--- src/rtl/rr_arb_mux.sv ---
// N-channel registered mux with valid/ready handshake and round-robin arbitration.
// Define RR_ARB_MUX_PRIO_EN for fixed lowest-index-first priority instead.
module rr_arb_mux #(
  parameter int WIDTH = 32,
  parameter int NCH   = 4,
  parameter int SELW  = 2
) (
  input  logic                  clk,
  input  logic                  rst_n,
  input  logic [NCH-1:0]        in_valid,
  input  logic [NCH*WIDTH-1:0]  in_data,
  output logic [NCH-1:0]        in_ready,
  output logic                  out_valid,
  output logic [WIDTH-1:0]      out_data,
  output logic [SELW-1:0]       out_ch,
  input  logic                  out_ready
);

  logic [NCH-1:0][WIDTH-1:0] ch_data;
  logic [SELW-1:0]           ptr;
  logic [SELW-1:0]           gnt_idx;
  logic [SELW:0]             sum;
  logic [2*NCH-1:0]          dbl;
  logic [NCH-1:0]            rot;
  logic [NCH-1:0]            gnt;
  logic                      found;
  logic                      can_load;
  logic                      load;

  for (genvar g = 0; g < NCH; g++) begin : g_ch
    assign ch_data[g] = in_data[g*WIDTH +: WIDTH];
  end

  // Rotate requests so bit 0 is the channel at ptr; first set bit wins.
  assign dbl = {in_valid, in_valid} >> ptr;
  assign rot = dbl[NCH-1:0];

  always_comb begin
    found   = 1'b0;
    sum     = '0;
    gnt_idx = '0;
    for (int k = 0; k < NCH; k++) begin
      if (!found && rot[k]) begin
        found = 1'b1;
        sum   = {1'b0, ptr} + (SELW+1)'(k);
      end
    end
    if (sum >= (SELW+1)'(NCH)) sum = sum - (SELW+1)'(NCH);
    gnt_idx = sum[SELW-1:0];
  end

  assign gnt      = found ? (NCH'(1) << gnt_idx) : '0;
  assign can_load = ~out_valid | out_ready;
  assign in_ready = can_load ? gnt : '0;
  assign load     = found & can_load;

  always_ff @(posedge clk or negedge rst_n) begin
    if (!rst_n) begin
      out_valid <= 1'b0;
      out_data  <= '0;
      out_ch    <= '0;
    end else if (load) begin
      out_valid <= 1'b1;
      out_data  <= ch_data[gnt_idx];
      out_ch    <= gnt_idx;
    end else if (out_ready) begin
      out_valid <= 1'b0;
    end
  end

`ifdef RR_ARB_MUX_PRIO_EN
  assign ptr = '0;
`else
  // Pointer moves one past the winner so it ends up lowest priority next time.
  always_ff @(posedge clk or negedge rst_n) begin
    if (!rst_n)
      ptr <= '0;
    else if (load)
      ptr <= (gnt_idx == SELW'(NCH-1)) ? '0 : gnt_idx + 1'b1;
  end
`endif

endmodule
--- config.mk ---
export PLATFORM = sky130hd
export DESIGN_NAME = rr_arb_mux
export DESIGN_NICKNAME = d
export VERILOG_FILES = /design/src/rtl/rr_arb_mux.sv
export SDC_FILE = /design/constraint.sdc
export NUM_CORES = 1
export LEC_CHECK = 0
export CORE_ASPECT_RATIO = 0.8
export CORE_MARGIN = 8
export CORE_UTILIZATION = 63
export CTS_CLUSTER_DIAMETER = 100
export CTS_CLUSTER_SIZE = 24
export DETAILED_ROUTE_END_ITERATION = 6
export DONT_BUFFER_PORTS = 1
export PLACE_DENSITY = 0.86
export SLEW_MARGIN = 15
export SYNTH_ARGS = -nofsm -noshare
export SYNTH_HDL_FRONTEND = slang
export SYNTH_SLANG_ARGS = --single-unit
--- constraint.sdc ---
create_clock -name clk -period 2.6 [get_ports clk]
set_input_delay 0.13 -clock clk [delete_from_list [all_inputs] [get_ports clk]]
set_output_delay 0.13 -clock clk [all_outputs]
set_load 0.02 [all_outputs]
==> results.toml, run 1 <==
[critical_path]
worstSetupPathType = "reg -> reg"
critPathMaxFanout = 35
worst_setup_path_start_kind = "register"
endpoint_kind_of_the_worst_setup_timing_path = "register"
timing.critical_path.arrival_ns = 2.41
worstPathRequired_ns = 2.79
ff2ff_path_depth = 5

[grt]
global_route.peak_usage_layer = "met2"
global_route.usage.met1 = 0.285
grtUsageMet3 = 0.110
grt_first_pass_wirelength_um = 13900
grt_start_max_net_pins = 56
groute.usage.overall = 0.254
grt_use_met2 = 0.437
number_of_antenna_violations_at_the_first_check_in_global_routing = 0
grt_pass1_vias = 2636
grt_ovf = 0

[cts]
cts-root-to-sink-buffers = 2
post_cts_resize_count = 0
cts_bufs_inserted = 5
ctsRootBufferMaster = "sky130_fd_sc_hd__clkbuf_8"
worst_skew_pair.late_latency_ns = 0.28
cts.sink_count = 37
clk_pin_slew_worst_paths_ns = 0.07
cts_tree = "yes"
cts_setup_buffers = 0
h-tree-depth = 2

[timing]
worstMarginPinSlew_ns = 0.716
timing.final.max_slew_violations = 0
grt_setup_unrepaired = "false"
setup_total_negative_slack_ns = 0
period_minus_slack_ns = 2.22
setup_viol_count_final = 0
worst_clock_skew_ns = 0.00338
fmax_ghz = 0.450
maxSlewHeadroom = 0.523
final.hold.worst_slack_ns = 0.0718
min_period_over_period = 0.854
final-hold-violation-count = 0

[synthesis]
syn-cell-area_um2 = 2760
synthesis.nets = 439
syn-mean-instance-area_um2 = 9.14
synthTopCellsByArea = "sky130_fd_sc_hd__dfrtp_1 (34%), sky130_fd_sc_hd__mux2i_1 (12%), sky130_fd_sc_hd__a211o_1 (10%)"
synth_sequential_area_ratio = 0.335
synth_warnings = 0
post_synth_num_cell_types = 33
yosys.area.top_type_share = 0.335
synth_cells = 302
yosys.area.top_type = "sky130_fd_sc_hd__dfrtp_1"
ys_seq_elements = 37

[floorplan]
die_y_um = 75.2
floorplan.core_area_um2 = 4200
num_rows = 21
start_util = 0.657
floorplan.die_area_um2 = 6770
floorplan.die.width_um = 90.0
ioPinCount = 174

[finish]
finalNetCount = 431
post_route_cells_drive_above_1_share = 0.105
layout_overhead_on_the_synthesized_area_pct = 6.35
antenna_cells_inserted = 0
post_layout_nonfiller_instances = 351

[outcome]
status = "finished clean"

[power_and_ir_drop]
share_comb_of_total_power = 0.409
sequentialPowerShare = 0.449
power_density_nw_per_um2 = 969
power.leakage_nw = 1.24
power.clock.fraction = 0.142
power_switching_mw = 1.35
power.share.switching = 0.473
p_total_mw = 2.85
vdd_ir_drop_max_mv = 0.557
p_int_mw = 1.50

[route]
dr_total_vias = 2616
detailedRoute.firstPassIterationCount = 5
routed_wire_length_per_instance_um = 25.9
antenna_nets_post_route = 0
remaining_drc_errors = 0
first_iter_violations = 201
vias_per_cell = 7.45
routed_wl_um = 9100

[min_path]
worstHoldPathCells = 2
timing.hold.worst.class = "in -> reg"

[placed_design]
place.detailed.hpwl_um = 6580
place.detailed.instances = 339
gp_routability_congestion = 0.780
number_of_port_buffers = 0

[job]
timing.max_cap.violations = 0
## layout make-up
class                           count  area [um2]
Multi-Input combinational cell    227        1630
Fill cell                         347        1270
Sequential cell                    37         926
Timing Repair Buffer               21         205
Clock buffer                        7        86.3
Tap cell                           57        71.3
Inverter                            2        12.5
## sequential cells by signal, indices dropped and copies added, names as in the netlist
name       cells
out_data      32
out_ch         2
ptr            2
out_valid      1
## metrics by stage
stage / worst slack [ns] / area [um2] / utilization
after floorplan: 0.768 / 2760 / -
after global placement: 0.537 / 2790 / 0.663
after detailed placement: 0.411 / 2790 / 0.663
after CTS: 0.408 / 2940 / 0.698
after global routing: 0.286 / 2940 / 0.698
final: 0.378 / 2940 / 0.698
## logic make-up (layout without fill, tap and decap cells)
kind of cell	Yosys count	in the layout	share of synthesized area
AO/OA/AOI/OAI	106	106	0.306
AND/OR/NAND/NOR	87	87	0.158
buffers and inverters	38	30	0.0757
flip-flops	37	37	0.335
multiplexers	32	32	0.116
adder cells (fa/ha/maj)	2	2	0.00906
## repair_timing
action,in CTS,in global routing
endpoints found under the setup margin,0,0
hold buffers,5,0
hold endpoints to repair,38,0
## layout by cell type (no fill, tap or decap), drive strengths merged, types with 3 or more instances in the layout
cell and count:
clkbuf 7, nand3 3, mux2i 32, o31ai 33, nor2 4, buf 17
nand2 38, dfrtp 37, a211o 32, nand4 32, o211ai 32, dlygate4sd3 4
## Yosys cell counts, drive strengths merged
| master | n |
|---|---|
| clkbuf | 15 |
| a21boi | 1 |
| o31ai | 33 |
| o21a | 1 |
| and3 | 1 |
| o21ai | 2 |
| nor2 | 4 |
| nand2b | 2 |
| or2 | 1 |
| mux2i | 32 |
| ha | 2 |
| buf | 21 |
| a211o | 32 |
| a31o | 1 |
| or3 | 1 |
| o211ai | 32 |
| clkinv | 1 |
| and2 | 2 |
| nor3 | 2 |
| nor2b | 1 |
| nand2 | 38 |
| nand3 | 3 |
| dfrtp | 37 |
| inv | 1 |
| nand4 | 32 |
| a21oi | 2 |
| a21o | 2 |
## power groups by stage
stage	clock (mW)	sequential (mW)	combinational [mW]
finish	0.403	1.28	1.16
global route	0.433	1.31	1.27
floorplan	0	1.21	0.956
CTS	0.410	1.28	1.16
global placement	0	1.28	1.09
detailed placement	0	1.29	1.14
## final timing paths
| check | start | endpoint | slack, ns |
|---|---|---|---|
| hold / removal | in_data[100] | out_data[4]$_DFFE_PN0P_ | 0.07 |
| max in group asynchronous | rst_n | out_data[19]$_DFFE_PN0P_ | 2.11 |
| setup reg to reg | ptr[1]$_DFFE_PN0P_ | out_data[8]$_DFFE_PN0P_ | 0.38 |
| hold reg to reg | ptr[0]$_DFFE_PN0P_ | ptr[0]$_DFFE_PN0P_ | 0.58 |
| min in group asynchronous | rst_n | out_data[6]$_DFFE_PN0P_ | 0.30 |
| setup / recovery | ptr[1]$_DFFE_PN0P_ | out_data[8]$_DFFE_PN0P_ | 0.38 |
## critical path: stages (launching register included)
cell and delay (ns):
sky130_fd_sc_hd__dfrtp_1 0.44, sky130_fd_sc_hd__or3_1 0.34, sky130_fd_sc_hd__a31o_2 0.30, sky130_fd_sc_hd__clkinv_4 0.23, sky130_fd_sc_hd__nand2_2 0.45, sky130_fd_sc_hd__o211ai_1 0.35
## routing by layer
layer	vias to the layer above	part of all wire
li1	1172	-
met1	1267	0.36
met2	167	0.51
met3	10	0.12
met4	0	0.010
met5	-	0
No activity file was read; power rests on OpenSTA's default activity.
==> inputs of run 2 (changes only) <==
--- a/config.mk
+++ b/config.mk
@@ -7,12 +7,12 @@
 export LEC_CHECK = 0
 export CORE_ASPECT_RATIO = 0.8
 export CORE_MARGIN = 8
-export CORE_UTILIZATION = 63
+export CORE_UTILIZATION = 58
 export CTS_CLUSTER_DIAMETER = 100
 export CTS_CLUSTER_SIZE = 24
 export DETAILED_ROUTE_END_ITERATION = 6
 export DONT_BUFFER_PORTS = 1
-export PLACE_DENSITY = 0.86
+export PLACE_DENSITY = 0.83
 export SLEW_MARGIN = 15
 export SYNTH_ARGS = -nofsm -noshare
 export SYNTH_HDL_FRONTEND = slang
==> constraint.sdc (replaced) <==
create_clock -name clk -period 1.95 [get_ports clk]
set_input_delay 0.0975 -clock clk [delete_from_list [all_inputs] [get_ports clk]]
set_output_delay 0.0975 -clock clk [all_outputs]
set_load 0.02 [all_outputs]
==> results.toml, run 2 (synthesis gave the netlist of run 1 again) <==
[outcome]
status = "finished clean"

[timing]
setup_viol_count_final = 0
setup_total_negative_slack_ns = 0
timing.final.max_slew_violations = 0
grt_setup_unrepaired = "false"
min_period_over_period = 0.968
fmax_ghz = 0.530
maxSlewHeadroom = 0.736
worstMarginPinSlew_ns = 0.396
final-hold-violation-count = 0
worst_clock_skew_ns = 0.00353
period_minus_slack_ns = 1.89

[critical_path]
timing.critical_path.arrival_ns = 1.79
endpoint_kind_of_the_worst_setup_timing_path = "output port"
setup.worst_path.start = "ptr[1]$_DFFE_PN0P_"
cpPeakStageDelay_ns = 0.44
critPathMaxFanout = 21
worstSetupPathType = "reg -> out"
crit_path_cell_trace = "nand2b_1, a21o_1, nand3_2, buf_12, ha_1, and2_2"
worst_setup_path_start_kind = "register"
worstReg2RegStart = "ptr[0]$_DFFE_PN0P_"
worst_path_dominant_cell_family = "simple AND/OR/NAND/NOR gates"
critical_path.slowest_cell = "sky130_fd_sc_hd__dfrtp_2"
cp_num_buf_inv = 1
worstPathRequired_ns = 1.85

[cts]
clk_pin_slew_worst_paths_ns = 0.07
cts_bufs_inserted = 5
worst_skew_pair.late_latency_ns = 0.29
cts-root-to-sink-buffers = 2
h-tree-depth = 2
cts.sink_count = 37
ctsRootBufferMaster = "sky130_fd_sc_hd__clkbuf_8"
cts_tree = "yes"

[finish]
layout.cells.most_common = "sky130_fd_sc_hd__nand2_1"
max_flop_register = "out_data"
antenna_cells_inserted = 0
largest_register_ffs = 32
layout_overhead_on_the_synthesized_area_pct = 10.2
reg.largest.list = "out_data x32, out_ch x2, ptr x2"
final.fill_count = 354
most-common-layout-cells = "sky130_fd_sc_hd__nand2_1 (37), sky130_fd_sc_hd__dfrtp_1 (36)"
final_util = 0.662
finalNetCount = 440
post_route_cells_drive_above_1_share = 0.141
post_layout_nonfiller_instances = 364

[min_path]
hp-start = "in_data[118]"
timing.hold.worst.class = "in -> reg"

[power_and_ir_drop]
power.leakage_nw = 1.30
power.clock.fraction = 0.132
power_density_nw_per_um2 = 1290
power.share.switching = 0.468
p_total_mw = 3.94
vdd_ir_drop_max_mv = 0.618
power_switching_mw = 1.84
sequentialPowerShare = 0.432
p_int_mw = 2.09
share_comb_of_total_power = 0.436

[floorplan]
floorplan.core_area_um2 = 4600
ioPinCount = 174
floorplan.die.width_um = 93.1
start_util = 0.600
die_y_um = 77.7
floorplan.die_area_um2 = 7240
num_rows = 22

[route]
antenna_nets_post_route = 0
vias_per_cell = 7.40
remaining_drc_errors = 0
detailedRoute.firstPassIterationCount = 5
first_iter_violations = 215
dr_total_vias = 2694
routed_wire_length_per_instance_um = 25.7
routed_wl_um = 9360

[grt]
groute.usage.overall = 0.249
grt_pass1_vias = 2672
grt_first_pass_wirelength_um = 14400
grt_ovf = 0
number_of_antenna_violations_at_the_first_check_in_global_routing = 0
grt_start_max_net_pins = 41

[placed_design]
gp_routability_congestion = 0.852
place.detailed.instances = 346
number_of_port_buffers = 0
place.detailed.hpwl_um = 6890

[job]
timing.max_cap.violations = 0
[run 2: worst paths after layout]
| check | slack, ns | depth (start not counted) | end |
|---|---|---|---|
| setup / recovery | 0.06 | 6 | in_ready[0] |
| hold reg to reg | 0.58 | 2 | ptr[0]$_DFFE_PN0P_ |
| min in group asynchronous | 0.28 | 2 | out_data[7]$_DFFE_PN0P_ |
| setup reg to reg | 0.13 | 8 | out_data[10]$_DFFE_PN0P_ |
| hold / removal | 0.03 | 2 | out_data[22]$_DFFE_PN0P_ |
| max in group asynchronous | 1.45 | 2 | ptr[1]$_DFFE_PN0P_ |
[run 2: final cells by class]
| class | count | area (um2) | area share |
|---|---|---|---|
| multi-input combinational | 227 | 1650 | 0.542 |
| sequential | 37 | 927 | 0.305 |
| timing repair buffer | 30 | 298 | 0.0979 |
| clock buffer | 8 | 80.1 | 0.0263 |
| tap | 60 | 75.1 | 0.0247 |
| inverter | 2 | 12.5 | 0.00411 |
[run 2: repair_timing]
| item | CTS | global route |
|---|---|---|
| gates cloned | 0 | 0 |
| hold buffers | 5 | 0 |
| endpoints found under the hold margin | 38 | 0 |
| setup endpoints to repair | 3 | 5 |
| pin swaps | 1 | 1 |
| setup buffers | 4 | 1 |
| gates resized for setup | 2 | 3 |
[run 2: through the flow]
stage / setup slack (ns) / area (um2) / hold slack, ns
final: 0.0629 / 3040 / 0.0313
after global routing: 0.000946 / 3040 / 0.0350
after CTS: 0.0156 / 3020 / 0.0258
after detailed placement: 0.156 / 2850 / -0.197
after global placement: 0.244 / 2850 / -0.197
after floorplan: 0.151 / 2760 / -0.198
[run 2: per-layer routing]
| layer | vias to the layer above | wire, um | global-route usage |
|---|---|---|---|
| met5 | - | 0 | 0 |
| met4 | 0 | 151 | 0.0803 |
| met3 | 14 | 1450 | 0.100 |
| met2 | 235 | 4430 | 0.406 |
| met1 | 1256 | 3320 | 0.293 |
| li1 | 1189 | - | - |
[run 2: power by group through the flow]
stage	Clock [mW]	Combinational [mW]	Sequential (mW)
2_1_floorplan	0	1.27	1.62
3_3_place_gp	0	1.53	1.71
3_5_place_dp	0	1.60	1.72
4_1_cts	0.534	1.67	1.71
5_1_grt	0.569	1.86	1.75
6_report	0.520	1.71	1.70
[run 2: worst reg2reg max path, cell delays in order (launching register included)]
cell and delay (ns):
sky130_fd_sc_hd__dfrtp_1 0.37, sky130_fd_sc_hd__inv_2 0.06, sky130_fd_sc_hd__or3_1 0.36, sky130_fd_sc_hd__a31o_4 0.27, sky130_fd_sc_hd__clkinv_4 0.07, sky130_fd_sc_hd__buf_4 0.12, sky130_fd_sc_hd__nand2_2 0.06, sky130_fd_sc_hd__buf_4 0.19
sky130_fd_sc_hd__o211ai_1 0.22
